==> src/rtl/p1v_rst_pkg.sv <==
// Shared types for the P1V reset sequencer: FSM state encoding, reset-cause codes
// and the priority encoder that picks the cause on entry to HOLD.
package p1v_rst_pkg;

  typedef enum logic [2:0] {
    HOLD      = 3'd0,
    WAIT_LOCK = 3'd1,
    STRETCH   = 3'd2,
    RELEASE   = 3'd3,
    RUN       = 3'd4
  } rst_state_t;

  localparam logic [2:0] CAUSE_POR  = 3'd0;
  localparam logic [2:0] CAUSE_EXT  = 3'd1;
  localparam logic [2:0] CAUSE_SW   = 3'd2;
  localparam logic [2:0] CAUSE_LOCK = 3'd3;
  localparam logic [2:0] CAUSE_WDT  = 3'd4;

  // Simultaneous requests resolve as EXT > SW > LOCK > WDT.
  function automatic logic [2:0] pick_cause(input logic ext_req, input logic sw_req,
                                            input logic lock_lost, input logic wdt_exp);
    if (ext_req)        return CAUSE_EXT;
    else if (sw_req)    return CAUSE_SW;
    else if (lock_lost) return CAUSE_LOCK;
    else if (wdt_exp)   return CAUSE_WDT;
    else                return CAUSE_POR;
  endfunction

endpackage

==> src/rtl/p1v_sync_bit.sv <==
// Multi-flop synchroniser for one asynchronous level; every stage clears to 0 on res.
module p1v_sync_bit #(
  parameter int STAGES = 2
) (
  input  logic clk,
  input  logic res,
  input  logic d,
  output logic q
);

  logic [STAGES-1:0] sync_ff;

  always_ff @(posedge clk or posedge res) begin
    if (res) sync_ff <= '0;
    else     sync_ff <= {sync_ff[STAGES-2:0], d};
  end

  assign q = sync_ff[STAGES-1];

endmodule

==> src/rtl/p1v_rst_seq.sv <==
// P1V reset sequencer: merges pin/software/PLL-lock (and optional watchdog) requests,
// stretches, then releases NUM_DOMAINS active-low resets in stagger order.
// Watchdog is built only when P1V_RST_SEQ_WDT_EN is defined.
module p1v_rst_seq
  import p1v_rst_pkg::*;
#(
  parameter int NUM_DOMAINS    = 2,
  parameter int SYNC_STAGES    = 2,
  parameter int STRETCH_CYCLES = 16,
  parameter int STAGGER_CYCLES = 4,
  parameter int WDT_CYCLES     = 65536
) (
  input  logic                   clk,
  input  logic                   res,
  input  logic                   ext_resn,
  input  logic                   sw_res,
  input  logic                   pll_lock,
  input  logic                   wdt_kick,
  output logic [NUM_DOMAINS-1:0] nres,
  output logic                   busy,
  output logic [2:0]             cause
);

  localparam int CNT_MAX = ((STRETCH_CYCLES > STAGGER_CYCLES) ? STRETCH_CYCLES : STAGGER_CYCLES) - 1;
  localparam int CNT_W   = $clog2(CNT_MAX) + 1;
  localparam int IDX_W   = (NUM_DOMAINS > 1) ? $clog2(NUM_DOMAINS) : 1;

  localparam logic [CNT_W-1:0] STRETCH_LOAD = CNT_W'(STRETCH_CYCLES - 1);
  localparam logic [CNT_W-1:0] STAGGER_LOAD = CNT_W'(STAGGER_CYCLES - 1);
  localparam logic [IDX_W-1:0] LAST_IDX     = IDX_W'(NUM_DOMAINS - 1);

  logic ext_sync;
  logic lock_sync;
  logic req;
  logic wdt_exp;
  logic to_hold;

  rst_state_t             state_q, state_d;
  logic [CNT_W-1:0]       cnt_q, cnt_d;
  logic [IDX_W-1:0]       idx_q, idx_d;
  logic [NUM_DOMAINS-1:0] nres_q, nres_d;
  logic [2:0]             cause_q, cause_d;

  p1v_sync_bit #(.STAGES(SYNC_STAGES)) u_ext_sync (
    .clk (clk),
    .res (res),
    .d   (ext_resn),
    .q   (ext_sync)
  );

  p1v_sync_bit #(.STAGES(SYNC_STAGES)) u_lock_sync (
    .clk (clk),
    .res (res),
    .d   (pll_lock),
    .q   (lock_sync)
  );

  assign req = !ext_sync | sw_res;

  always_ff @(posedge clk or posedge res) begin
    if (res) begin
      state_q <= HOLD;
      cnt_q   <= '0;
      idx_q   <= '0;
      nres_q  <= '0;
      cause_q <= CAUSE_POR;
    end else begin
      state_q <= state_d;
      cnt_q   <= cnt_d;
      idx_q   <= idx_d;
      nres_q  <= nres_d;
      cause_q <= cause_d;
    end
  end

  always_comb begin
    state_d = state_q;
    cnt_d   = cnt_q;
    idx_d   = idx_q;
    nres_d  = nres_q;
    cause_d = cause_q;
    to_hold = 1'b0;
    case (state_q)
      HOLD: begin
        nres_d = '0;
        if (!req) state_d = WAIT_LOCK;
      end
      WAIT_LOCK: begin
        if (req) begin
          to_hold = 1'b1;
        end else if (lock_sync) begin
          state_d = STRETCH;
          cnt_d   = STRETCH_LOAD;
        end
      end
      // Lock loss here only restarts the lock wait; it is not a reset event.
      STRETCH: begin
        if (req) begin
          to_hold = 1'b1;
        end else if (!lock_sync) begin
          state_d = WAIT_LOCK;
        end else if (cnt_q == '0) begin
          state_d = RELEASE;
          idx_d   = '0;
          cnt_d   = '0;
        end else begin
          cnt_d = cnt_q - 1'b1;
        end
      end
      RELEASE: begin
        if (req || !lock_sync) begin
          to_hold = 1'b1;
        end else if (cnt_q == '0) begin
          for (int i = 0; i < NUM_DOMAINS; i++) begin
            if (idx_q == IDX_W'(i)) nres_d[i] = 1'b1;
          end
          if (idx_q == LAST_IDX) begin
            state_d = RUN;
          end else begin
            idx_d = idx_q + 1'b1;
            cnt_d = STAGGER_LOAD;
          end
        end else begin
          cnt_d = cnt_q - 1'b1;
        end
      end
      RUN: begin
        nres_d = '1;
        if (req || !lock_sync || wdt_exp) to_hold = 1'b1;
      end
      default: to_hold = 1'b1;
    endcase
    // Entering HOLD drops every domain on the same edge and latches the cause.
    if (to_hold) begin
      state_d = HOLD;
      nres_d  = '0;
      cause_d = pick_cause(!ext_sync, sw_res, !lock_sync, wdt_exp);
    end
  end

`ifdef P1V_RST_SEQ_WDT_EN
  localparam logic [31:0] WDT_LOAD = 32'(WDT_CYCLES - 1);

  logic [31:0] wdt_cnt_q;

  always_ff @(posedge clk or posedge res) begin
    if (res) begin
      wdt_cnt_q <= '0;
    end else if (state_q != RUN) begin
      if (state_d == RUN) wdt_cnt_q <= WDT_LOAD;
    end else if (wdt_kick) begin
      wdt_cnt_q <= WDT_LOAD;
    end else if (wdt_cnt_q != '0) begin
      wdt_cnt_q <= wdt_cnt_q - 1'b1;
    end
  end

  // A kick landing on the zero-count cycle reloads instead of expiring.
  assign wdt_exp = (state_q == RUN) && (wdt_cnt_q == '0) && !wdt_kick;
`else
  logic wdt_unused;
  assign wdt_unused = wdt_kick | (WDT_CYCLES == 0);
  assign wdt_exp    = 1'b0;
`endif

  assign nres  = nres_q;
  assign busy  = (state_q != RUN);
  assign cause = cause_q;

endmodule
==> config.mk <==
export PLATFORM = sky130hd
export DESIGN_NAME = p1v_rst_seq
export DESIGN_NICKNAME = d
export VERILOG_FILES = /design/src/rtl/p1v_rst_pkg.sv /design/src/rtl/p1v_sync_bit.sv /design/src/rtl/p1v_rst_seq.sv
export SDC_FILE = /design/constraint.sdc
export NUM_CORES = 1
export LEC_CHECK = 0
export ABC_AREA = 1
export BUFFER_PORTS_ARGS = -buffer_cell sky130_fd_sc_hd__buf_2
export CAP_MARGIN = 40
export CORE_ASPECT_RATIO = 0.9
export CORE_MARGIN = 2
export CORE_UTILIZATION = 50
export CTS_CLUSTER_SIZE = 16
export DETAILED_ROUTE_END_ITERATION = 6
export PLACE_DENSITY = 0.79
export SYNTH_ARGS = -nofsm -noshare
export SYNTH_HDL_FRONTEND = slang
export SYNTH_SLANG_ARGS = --single-unit
export TNS_END_PERCENT = 10
==> constraint.sdc <==
create_clock -name clk -period 2.2 [get_ports clk]
set_clock_uncertainty 0.15 [all_clocks]
set_input_delay 0.33 -clock clk [delete_from_list [all_inputs] [get_ports clk]]
set_output_delay 0.33 -clock clk [all_outputs]
set_load 0.005 [all_outputs]
After elaboration in Yosys (flattened, before gate mapping):

Cells that the tools add are included.

* bitwise gates (word level): 1
* mux-type cells: 39
* reduce and logical (&&, ||, !) cells: 16
* add/subtract/negate cells: 2
* equality and inequality tests: 22

Operators with widths (number)
* $mux 5: 8
* $mux 3: 10
* $ne 3x3->1 const B: 9
* $pmux 5 s3: 1
* $mux 2: 6
* $pmux 3 s4: 1
* $mux 1: 10
* $ne 2x2->1 const B: 5
* $reduce_and 9->1: 1
* $reduce_and 4->1: 2
* $reduce_and 7->1: 1
* $eq 3x2->1 const B: 2
* $pmux 2 s3: 1
* $reduce_and 6->1: 1
* $logic_not 5->1: 1
* $reduce_bool 5->1: 1
* $sub 5x1->5 const B: 1
* $ne 2x1->1 const B: 2
* $ne 4x4->1 const B: 1
* $reduce_bool 4->1: 1
* $reduce_or 2->1: 2
* $eq 3x1->1 const B: 1
* $eq 3x3->1 const B: 1
* $logic_not 3->1: 1
* 9 further kinds: 10

* output and inout port bits: 6
* flip-flop bits (word level): 18
* input bits: 6
* logic and storage cells: 88

Logic depth before layout (Yosys ltp):

* depth after elaboration: 7
* depth in mapped cells: 10
* depth with buffers taken out: 10

By module:

From an unflattened synthesis, not the netlist that was laid out.

* cell total of the unflattened synthesis: 129
* area total of the unflattened synthesis: 997.2 um^2

By module, submodules not included
* p1v_rst_seq: area an instance 889.6 um^2, sequential area each 325.3 um^2, instances 1, cells each 123
* p1v_sync_bit: area an instance 53.8 um^2, sequential area each 50.0 um^2, instances 2, cells each 3

Worst setup path after synthesis:

No wires, ideal clock.

* path kind: register -> register
* start: register cnt_q[0]
* end: register cnt_q[2]
* clock period less this slack: 1624 ps
* arrival time: 1357 ps
* cell stages (with the launch flop): 10
* setup time: 116 ps
* required time: 1934 ps
* slack: 576 ps
* buffers on the path: 0
* path through: dfrtp_1 -> inv_1 -> ha_1 -> nand2_4 -> nor2_8 -> nand2_4 -> o211ai_4 -> inv_2 -> nand2_1 -> nand2_1

* word-level cells in the longest chain between the ends: 5
* elaborated cells between the ends (all ways): 10
* classes of those cells: 1 x add/sub; 1 x eq/ne; 6 x mux; 2 x reduce/logical

RTL lines
* from (decl): line p1v_rst_seq.sv:39 `logic [CNT_W-1:0] cnt_q, cnt_d;`
* from (signal assigned): line p1v_rst_seq.sv:69 `cnt_q <= cnt_d;`
* $sub 5x1->5 / $logic_not 5->1 (equally long branches)
* $mux 5: line p1v_rst_seq.sv:102 `end else if (cnt_q == '0) begin`
* $mux 5: line p1v_rst_seq.sv:100 `end else if (!lock_sync) begin`
* $mux 5: line p1v_rst_seq.sv:98 `if (req) begin`
* $pmux 5 s3: line p1v_rst_seq.sv:83 `case (state_q)`

Parallel ways exist; a longest one is shown, timed or not. The select of a mux whose other input is x is not followed.
A chain may end at the register's enable or synchronous reset.

Worst setup path after layout:

* start: register state_q[0]
* end: output busy

* word-level cells in the longest chain between the ends: 1

RTL lines
* from (decl): line p1v_rst_seq.sv:38 `rst_state_t state_q, state_d;`
* from (signal assigned): line p1v_rst_seq.sv:68 `state_q <= state_d;`
* $ne 3x3->1: line p1v_rst_seq.sv:167 `assign busy = (state_q != RUN);`
* to (decl): line p1v_rst_seq.sv:20 `output logic busy,`

No other way between the ends.

==> run summary <==
Run status: finished, final reports clean
Worst Hold Class: reg2reg
TritonCTS Sinks: 17
Mapped Avg Cell Area: 7.962 um^2
Distinct cell type count after synthesis: 30
Final min period: 1821 ps
Register area share after synthesis: 0.4048
DPL Wire Length: 1402 um
Worst path required time: 1720 ps
Vias in the first global route: 749
Setup bufs post-CTS: 0
Syn_nets: 140
First-pass GRT wire length: 3194 um
Pin count of the biggest net entering global routing: 18
Post-DR vias/cell: 4.918
Core ar.: 1952 um^2
Antenna violations before repair: 0
DIE AREA: 2485 um^2
Post-synth EDFFs: 0
GRT Util Overall: 0.1783
Power density cells: 960.5 nW/um^2
Worst slew pin tran: 623.3 ps
Htree depth: 1
Sw frac: 0.4239
Crit end category: primary output
YS warnings: 0
# setup viols final: 0
Root Driver: clkbuf_4
Final setup margin: 378.7 ps
Synthesis-stage register bit count: 17
# DRC: 0
Chip Width: 52.33 um
Clk buf depth: 2
Gp weighted congestion: 0.8058
Clock Power Share: 0.148
Async S/R FF share, synth: 1.000
Critical path startpoint category: flip-flop
Worst path arrival time: 1340 ps
I/O Pins: 12
Routed WL: 1852 um
CTS tree: yes
Synthesized area: 1051 um^2
1st-iter DRT viols: 20
Total grt overflow: 0
Post-synth top flop: dfrtp_1
Filler instances: 187
Final period utilization: 0.8279
Skew-Pair Late Insertion Delay: 290 ps
Number of nets still failing antenna checks after routing: 0
Ant. Diodes: 0
Wire per inst: 10.83 um
Row count: 15
Combinational share of power: 0.431
DRT Pass-1 Iters: 4
Design area: 1165 um^2
Nets: 155
Clk pin slew, worst setup/hold paths: 90 ps
RSZ-0062 raised after global routing: false
IO Port Bufs: 9
Die Ht: 47.50 um
Int Pwr: 644.6 uW
Final Hold Viols: 0
Peak supply drop: 568.9 uV
Setup TNS: 0 ps
Total power: 1.119 mW
Layout cells sized above 1: 0.2260
Area grow syn2layout: 10.83%
Seq pwr share: 0.421
Max-cap violations: 0
Area after DPL: 1109 um^2
Crit-path max FO: 9
Kind of critical path: reg2out
Net Switching: 474.3 uW
Dpl ws: 421.8 ps
Starting Density: 0.5385
Gate Count Post-Synth: 132
Final Max Slew Viols: 0
Via count: 841
Slew headroom: 0.5840
Leakage: 0.6258 nW
Max Clk Rate: 549.0 MHz
CTS buffer count: 3
-- cells in the mapped netlist (2+ instances only) --
cell     instances  area (um^2)
nand2_1         30        112.6
dfrtp_1         17        425.4
inv_1           15        56.30
nand3_1          9        45.04
nor2_1           9        33.78
o21ai_1          6        30.03
nand4_1          5        31.28
o21ai_0          5        25.02
inv_2            4        15.01
nand2_2          4        25.02
nor2_2           4        25.02
nand2_4          3        33.78
a21oi_1          2        10.01
ha_1             2        25.02
nand3_2          2        20.02
-- path summary, 6_finish.rpt --
check / start / end / slack (ps) / cells past startpoint
setup / recovery: state_q[0] / busy / 380 / 5
hold / removal: u_ext_sync.sync_ff[0] / u_ext_sync.sync_ff[1] / 210 / 0
setup reg to reg: cnt_q[0] / cnt_q[3] / 410 / 9
hold reg to reg: u_ext_sync.sync_ff[0] / u_ext_sync.sync_ff[1] / 210 / 0
max in group asynchronous: res / u_lock_sync.sync_ff[1] / 1000 / 3
min in group asynchronous: res / idx_q / 500 / 3
-- worst max-delay path: stages (launching register included) --
cell     delay, ps
dfrtp_1        520
nor2_2         210
inv_1           70
nor2_1          80
inv_1           50
buf_2          120
-- final cells by class --
cell class | count | area (um^2) | area share
timing repair buffer | 12 | 75.07 | 0.06445
clock buffer | 4 | 26.28 | 0.02256
multi-input combinational | 92 | 525.5 | 0.4511
sequential | 17 | 425.4 | 0.3652
inverter | 21 | 81.33 | 0.06982
tap | 25 | 31.28 | 0.02685
-- stage by stage --
step	instances	utilization	hold slack, ps
final	171	0.5968	205.0
after global routing	171	0.5968	215.1
after CTS	171	0.5968	206.6
after detailed placement	164	0.5679	185.6
after global placement	164	0.5679	181.3
after floorplan	132	-	106.1
-- state kept, by name, summed over array words and instances, names as in the netlist --
signal and cells:
cause 2, u_ext_sync.sync_ff 2, nres 2, idx_q 1
state_q 3, cnt_q 5, u_lock_sync.sync_ff 2
-- power by group through the flow --
| stage | Sequential, mW | Clock (mW) | Combinational, mW |
|---|---|---|---|
| 5_1_grt | 0.482 | 0.176 | 0.545 |
| 3_5_place_dp | 0.476 | 0 | 0.479 |
| 6_report | 0.471 | 0.165 | 0.483 |
| 3_3_place_gp | 0.473 | 0 | 0.467 |
| 2_1_floorplan | 0.444 | 0 | 0.436 |
| 4_1_cts | 0.470 | 0.167 | 0.489 |
-- routing by layer --
metal  vias to the layer above  GRT usage  routed length, um
li1                        446          -                  -
met1                       377     0.2315                859
met2                        13     0.3075                904
met3                         5    0.01875                 50
met4                         0    0.08205                 37
met5                         -          0                  0
-- repair_timing --
item	in CTS	in global routing
endpoints found under the hold margin	19	0
endpoints found under the setup margin	0	0
hold buffers	3	0
resized for setup	0	0
-- kinds of logic after synthesis --
logic type	after synthesis	synth area share
XOR/XNOR	2	0.01667
AND/OR/NAND/NOR	70	0.3524
AO/OA/AOI/OAI	17	0.1036
adder cells (fa/ha/maj)	2	0.02381
other	1	0.003568
flip-flops	17	0.4048
buffers and inverters	23	0.09523
-- cells in the final DEF, fill, tap and decap left out --
| master | synthesis | final |
|---|---|---|
| dfrtp_1 | 17 | 17 |
| nand3_1 | 9 | 9 |
| clkinv_1 | 1 | 1 |
| o21a_1 | 1 | 1 |
| clkbuf_4 | 0 | 3 |
| nand4_1 | 5 | 5 |
| nand2_1 | 30 | 30 |
| inv_4 | 1 | 1 |
| nand2_4 | 3 | 3 |
| inv_2 | 4 | 4 |
| nand3_2 | 2 | 2 |
| nor2_8 | 1 | 1 |
| conb_1 | 1 | 1 |
| a21boi_1 | 1 | 1 |
| buf_2 | 0 | 9 |
| inv_1 | 15 | 15 |
| nand2_2 | 4 | 4 |
| clkbuf_1 | 0 | 1 |
| nand3b_1 | 1 | 1 |
| o31ai_1 | 1 | 1 |
| nor3_1 | 1 | 1 |
| dlygate4sd3_1 | 0 | 3 |
| xnor2_1 | 1 | 1 |
| a21oi_1 | 2 | 2 |
| o211ai_4 | 1 | 1 |
| ha_1 | 2 | 2 |
| nor2_1 | 9 | 9 |
| nor2_4 | 1 | 1 |
| xor2_1 | 1 | 1 |
| nor2_2 | 4 | 4 |
| o21ai_0 | 5 | 5 |
| o21ai_1 | 6 | 6 |
No activity file was read; power rests on OpenSTA's default activity.
